--- config.mk ---
export PLATFORM = sky130hd
export DESIGN_NAME = jtdd_rom_arb
export DESIGN_NICKNAME = d
export VERILOG_FILES = /design/src/rtl/jtdd_rom_arb.sv
export SDC_FILE = /design/constraint.sdc
export NUM_CORES = 1
export LEC_CHECK = 0
export CAP_MARGIN = 15
export CORE_ASPECT_RATIO = 1.1
export CORE_MARGIN = 1.5
export CORE_UTILIZATION = 40
export DETAILED_ROUTE_END_ITERATION = 7
export MAX_ROUTING_LAYER = met4
export PLACE_DENSITY = 0.72
export SYNTH_ARGS = -nofsm -noshare
export SYNTH_HDL_FRONTEND = slang
export SYNTH_SLANG_ARGS = --single-unit
--- constraint.sdc ---
create_clock -name clk -period 3.33 [get_ports clk]
set_clock_uncertainty 0.15 [all_clocks]
set_input_delay 0.666 -clock clk [delete_from_list [all_inputs] [get_ports clk]]
set_output_delay 0.666 -clock clk [all_outputs]
set_load 0.05 [all_outputs]
--- src/rtl/jtdd_rom_arb.sv ---
// Three-requester SDRAM ROM arbiter with one cached word per requester (obj, scr, chr).
// Define JTDD_ARB_RR_EN for round-robin arbitration; fixed priority obj > scr > chr otherwise.
module jtdd_rom_arb #(
    parameter int          OBJ_AW     = 18,
    parameter int          SCR_AW     = 17,
    parameter int          CHR_AW     = 15,
    parameter logic [21:0] OBJ_OFFSET = 22'h00000,
    parameter logic [21:0] SCR_OFFSET = 22'h10000,
    parameter logic [21:0] CHR_OFFSET = 22'h30000
) (
    input  logic              clk,
    input  logic              rst,
    input  logic              obj_cs,
    input  logic              scr_cs,
    input  logic              chr_cs,
    input  logic [OBJ_AW-1:0] obj_addr,
    input  logic [SCR_AW-1:0] scr_addr,
    input  logic [CHR_AW-1:0] chr_addr,
    output logic [15:0]       obj_data,
    output logic [15:0]       scr_data,
    output logic [15:0]       chr_data,
    output logic              obj_ok,
    output logic              scr_ok,
    output logic              chr_ok,
    output logic              sdram_req,
    output logic [21:0]       sdram_addr,
    input  logic              sdram_ack,
    input  logic              data_rdy,
    input  logic [15:0]       data_read,
    output logic [1:0]        fsm_state
);

    localparam int AW_A   = (OBJ_AW > SCR_AW) ? OBJ_AW : SCR_AW;
    localparam int AW_MAX = (AW_A > CHR_AW) ? AW_A : CHR_AW;

    typedef enum logic [1:0] {
        IDLE      = 2'd0,
        WAIT_ACK  = 2'd1,
        WAIT_DATA = 2'd2
    } state_t;

    state_t state, state_next;

    logic              obj_valid, scr_valid, chr_valid;
    logic [OBJ_AW-1:0] obj_saddr;
    logic [SCR_AW-1:0] scr_saddr;
    logic [CHR_AW-1:0] chr_saddr;

    logic [2:0]        pend;
    logic              any_pend;
    logic [1:0]        win, win_q;
    logic [AW_MAX-1:0] sel_addr, lat_addr;
    logic [21:0]       sel_sdram;

    assign obj_ok = obj_cs && obj_valid && (obj_saddr == obj_addr);
    assign scr_ok = scr_cs && scr_valid && (scr_saddr == scr_addr);
    assign chr_ok = chr_cs && chr_valid && (chr_saddr == chr_addr);

    // Index 0 = obj, 1 = scr, 2 = chr throughout.
    always_comb begin
        pend[0]  = obj_cs && (!obj_valid || obj_saddr != obj_addr);
        pend[1]  = scr_cs && (!scr_valid || scr_saddr != scr_addr);
        pend[2]  = chr_cs && (!chr_valid || chr_saddr != chr_addr);
        any_pend = |pend;
    end

`ifdef JTDD_ARB_RR_EN
    logic [1:0] ptr;

    // Search begins at ptr and wraps obj -> scr -> chr -> obj.
    always_comb begin
        win = 2'd0;
        case (ptr)
            2'd1:    win = pend[1] ? 2'd1 : (pend[2] ? 2'd2 : 2'd0);
            2'd2:    win = pend[2] ? 2'd2 : (pend[0] ? 2'd0 : 2'd1);
            default: win = pend[0] ? 2'd0 : (pend[1] ? 2'd1 : 2'd2);
        endcase
    end

    always_ff @(posedge clk) begin
        if (rst) begin
            ptr <= 2'd0;
        end else if (state == IDLE && any_pend) begin
            ptr <= (win == 2'd2) ? 2'd0 : win + 2'd1;
        end
    end
`else
    always_comb begin
        win = 2'd0;
        if (pend[0])      win = 2'd0;
        else if (pend[1]) win = 2'd1;
        else if (pend[2]) win = 2'd2;
    end
`endif

    always_comb begin
        sel_addr  = '0;
        sel_sdram = '0;
        case (win)
            2'd1: begin
                sel_addr  = AW_MAX'(scr_addr);
                sel_sdram = SCR_OFFSET + 22'(scr_addr);
            end
            2'd2: begin
                sel_addr  = AW_MAX'(chr_addr);
                sel_sdram = CHR_OFFSET + 22'(chr_addr);
            end
            default: begin
                sel_addr  = AW_MAX'(obj_addr);
                sel_sdram = OBJ_OFFSET + 22'(obj_addr);
            end
        endcase
    end

    always_comb begin
        state_next = state;
        case (state)
            IDLE:      if (any_pend)  state_next = WAIT_ACK;
            WAIT_ACK:  if (sdram_ack) state_next = WAIT_DATA;
            WAIT_DATA: if (data_rdy)  state_next = IDLE;
            default:                  state_next = IDLE;
        endcase
    end

    assign fsm_state = state;

    always_ff @(posedge clk) begin
        if (rst) begin
            state <= IDLE;
        end else begin
            state <= state_next;
        end
    end

    // Request side: the winner is latched at grant time, so requester changes mid-fetch
    // cannot redirect where the returned word is stored.
    always_ff @(posedge clk) begin
        if (rst) begin
            sdram_req  <= 1'b0;
            sdram_addr <= '0;
            win_q      <= 2'd0;
            lat_addr   <= '0;
        end else begin
            case (state)
                IDLE: if (any_pend) begin
                    win_q      <= win;
                    lat_addr   <= sel_addr;
                    sdram_addr <= sel_sdram;
                    sdram_req  <= 1'b1;
                end
                WAIT_ACK: if (sdram_ack) sdram_req <= 1'b0;
                default: ;
            endcase
        end
    end

    always_ff @(posedge clk) begin
        if (rst) begin
            obj_valid <= 1'b0;
            scr_valid <= 1'b0;
            chr_valid <= 1'b0;
            obj_saddr <= '0;
            scr_saddr <= '0;
            chr_saddr <= '0;
            obj_data  <= '0;
            scr_data  <= '0;
            chr_data  <= '0;
        end else if (state == WAIT_DATA && data_rdy) begin
            case (win_q)
                2'd1: begin
                    scr_valid <= 1'b1;
                    scr_saddr <= lat_addr[SCR_AW-1:0];
                    scr_data  <= data_read;
                end
                2'd2: begin
                    chr_valid <= 1'b1;
                    chr_saddr <= lat_addr[CHR_AW-1:0];
                    chr_data  <= data_read;
                end
                default: begin
                    obj_valid <= 1'b1;
                    obj_saddr <= lat_addr[OBJ_AW-1:0];
                    obj_data  <= data_read;
                end
            endcase
        end
    end

endmodule

==> summary.md <==
| Metric | Value |
|---|---|
| Crit end category | `output port` |
| Initial detailed-routing violation count | `475` |
| Pin count of the biggest net entering global routing | `84` |
| # diodes | `0` |
| Reg power frac | `38.3%` |
| Slowest cell on the critical path | `clkdlybuf4s50_1` |
| Hold Fails Final Rpt | `0` |
| Clk slew on worst S/H paths | `0.06 ns` |
| FF+latch count, synth | `126` |
| Number of remaining DRC errors | `0` |
| Number of flops mapped to enable cells by yosys | `0` |
| Fmax | `0.305 GHz` |
| Final wirelength | `18,900 um` |
| Leak | `0.00305 uW` |
| Via density per instance | `5.23` |
| First-pass GRT wire length | `29,200 um` |
| Routed len/inst | `17.4 um` |
| RSZ-0062 raised after global routing | `false` |
| H-tree levels | `4` |
| FF-to-FF path depth | `12` |
| Least-Margin Pin Slew | `0.892 ns` |
| Critical path buffers and inverters | `3` |
| Post-Layout Inst Area | `8370 um2` |
| Synthesized area | `5800 um2` |
| Site Rows | `45` |
| Unique masters post-synth | `47` |
| Final Slew Violations | `0` |
| DRT antenna net count | `0` |
| GR Util met2 | `41.8%` |
| Setup TNS | `0 ns` |
| Crit-path max FO | `3` |
| Initial DRT Pass Iterations | `6` |
| Cells along the critical path | `clkdlybuf4s50_1 -> xnor2_1 -> nand4_1 -> or4_4 -> buf_4 -> nor2_4 -> buf_12` |
| CP max stage delay | `0.56 ns` |
| Mapped Avg Cell Area | `7.95 um2` |
| Port Buf Inserts | `144` |
| Combinational Power Share | `14.6%` |
| Hold Path Class | `flop to flop` |
| Status | `finished clean` |
| VDD IR max | `0.000351 V` |
| Most used DFF post-synth | `dfxtp_1` |
| Rel. slew slack | `40.5%` |
| Critical R2R Launch | `scr_saddr[8]` |
| Initial Utilization | `41.5%` |
| Routed via count | `5,669` |
| Final number of setup-violating endpoints | `0` |
| Switching Power | `1090 uW` |
| Layout Nets | `960` |
| Total Routing Usage GR | `25.6%` |
| Post-layout minimum cycle time | `3.28 ns` |
| Int Pwr | `3080 uW` |
| Seq/Total Area, Yosys | `43.5%` |
| Total CTS buffers | `17` |
| Power Total | `4170 uW` |
| Root Buffer | `clkbuf_16` |
| Grt total ovfl | `0` |
| CP Data Required Time | `2.51 ns` |
| Delay-heaviest family, CP | `buffers and inverters` |
| Worst Hold Path Cells | `2` |
| Clock power frac | `47.1%` |
| Max-cap violations | `0` |
| PwrDens | `498 nW/um2` |
| Hold Path Sink | `obj_saddr[17]` |
| Area growth syn-to-layout | `44.3%` |
| # fillers | `1,296` |
| Vias in the first global route | `5,456` |
| Setup WS post-layout | `0.0536 ns` |
| Fin crit share | `98.4%` |
| Share of layout cells above drive strength 1 | `14.3%` |
| RD Place Congestion | `0.917` |
| Startpoint Class | `primary input` |
| Grt peak-use layer | `met2` |
| Die Ht | `129 um` |
| Placed inst area | `7580 um2` |
| Initial antenna violation count | `0` |
| Hpwl dp | `12,700 um` |
| Sw Ratio | `26.2%` |
| Kind of critical path | `primary input to output port` |
| Non-Filler Instances | `1,084` |
| Clk sinks | `126` |
| Worst Path Arrival | `2.46 ns` |
| Ys async rst share | `0%` |
| Reg2reg end | `lat_addr[1]` |
| GRT met3 Usage | `6.73%` |
| Clk_lat worst skew | `0.42 ns` |
| Post-Place Setup Slack | `-0.477 ns` |
| Horiz. Die Dim | `118 um` |
| Core footprint | `14,000 um2` |
| Synth Instances | `730` |
| Worst reg2reg setup slack | `0.51 ns` |
| TritonCTS clock tree | `built` |
| Placed instance count | `1,051` |
| Clk buf depth | `2` |
| Die area | `15,200 um2` |
| # IOs | `149` |
| Met1 usage | `29.3%` |
| Hold path start | `lat_addr[17]` |
| Yosys warnings | `0` |
==> layer usage <==
metal,routed length [um],up-vias
met5,0,-
met4,729,0
met3,1450,39
met2,9070,234
met1,7630,2667
li1,-,2729
==> cells in the final DEF (no fill, tap or decap), types with 3 or more instances in the layout <==
master / count
nor4_2: 3
dlygate4sd2_1: 3
buf_12: 6
and2_1: 3
bufinv_16: 3
dfxtp_1: 126
xor2_1: 19
nand2_1: 205
dlymetal6s2s_1: 10
xnor2_1: 22
conb_1: 4
a22oi_2: 3
nor2b_1: 17
clkinvlp_4: 3
nor2_1: 27
clkdlybuf4s50_1: 127
a211oi_1: 3
a22oi_1: 12
inv_1: 6
buf_4: 58
xnor2_2: 9
nand3_1: 3
nor4_1: 3
ha_1: 4
a21oi_1: 120
o31ai_1: 16
clkbuf_8: 5
clkbuf_16: 17
nand4_1: 24
==> Yosys cell counts (all sizes together), types with 2 or more instances <==
cell,count,area [um2]
inv,6,22.5
buf,36,246
nor4,7,58.8
ha,4,50.1
a21oi,122,611
or2,2,12.5
dfxtp,126,2520
o31ai,16,120
nor2,30,113
nor2b,17,106
a211oi,3,22.5
xor2,19,166
clkbuf,37,169
nand3b,2,15.0
nand4,25,163
nor3,3,26.3
nand3,4,25.0
and2,3,18.8
a22oi,15,113
xnor2,31,272
nand2,206,776
==> how the worst max path moves through the flow <==
| stage | from | end | slack [ns] | cells past startpoint |
|---|---|---|---|---|
| 2_1_floorplan | scr_addr[10] | lat_addr[13] | 0.17 | 13 |
| 3_3_place_gp | scr_addr[15] | lat_addr[2] | -0.40 | 13 |
| 3_5_place_dp | scr_addr[15] | lat_addr[1] | -0.48 | 13 |
| 4_1_cts | obj_addr[7] | obj_ok | 0.002 | 8 |
| 5_1_grt | chr_addr[5] | chr_ok | 0.005 | 7 |
| 6_report | chr_addr[11] | chr_ok | 0.05 | 7 |
==> final cells by class <==
type                       instances  area (um2)  share of cell area [%]
multi-input combinational        528        2980                    35.6
sequential                       126        2520                    30.1
timing repair buffer             204        1980                    23.6
clock buffer                      23         498                    5.95
tap                              188         235                    2.81
clock inverter                     9         131                    1.57
inverter                           6        22.5                   0.269
==> power by group through the flow <==
| stage | clock [uW] | sequential, uW | combinational, uW |
|---|---|---|---|
| 4_1_cts | 1980 | 1600 | 600 |
| 3_5_place_dp | 0 | 1630 | 596 |
| 5_1_grt | 2050 | 1600 | 644 |
| 2_1_floorplan | 0 | 1640 | 321 |
| 3_3_place_gp | 0 | 1630 | 595 |
| 6_report | 1960 | 1600 | 610 |
==> repair_timing <==
action | CTS | global route
endpoints found under the setup margin | 11 | 22
hold buffers | 0 | 0
gates resized for setup | 9 | 27
buffers inserted | 0 | 1
pin swaps | 4 | 10
==> sequential cells by signal (all words and copies together) (netlist names), 15 cells and up <==
signal / cells
scr_data: 16
scr_saddr: 17
obj_saddr: 18
chr_saddr: 15
lat_addr: 18
chr_data: 16
obj_data: 16
==> logic make-up after synthesis <==
family	synth area share, %
buffers and inverters	7.55
DFF	43.5
AOI/OAI and AO/OA	16.7
other	0.0646
adders and majority gates	0.863
muxes	0.173
and+or+nand+nor	23.6
xor gates and xnor gates	7.55
==> worst min-delay path: stages (launching register included) <==
cell,delay (ns)
dfxtp_1,0.30
nand2_1,0.05
a21oi_1,0.05
==> through the flow <==
step | util [%] | hold slack [ns]
after CTS | 59.0 | 0.298
after global routing | 59.9 | 0.314
final | 59.9 | 0.295
after detailed placement | 54.3 | 0.292
after floorplan | - | 0.277
after global placement | 54.3 | 0.287
Note: power is estimated with default switching activity, not from simulation.
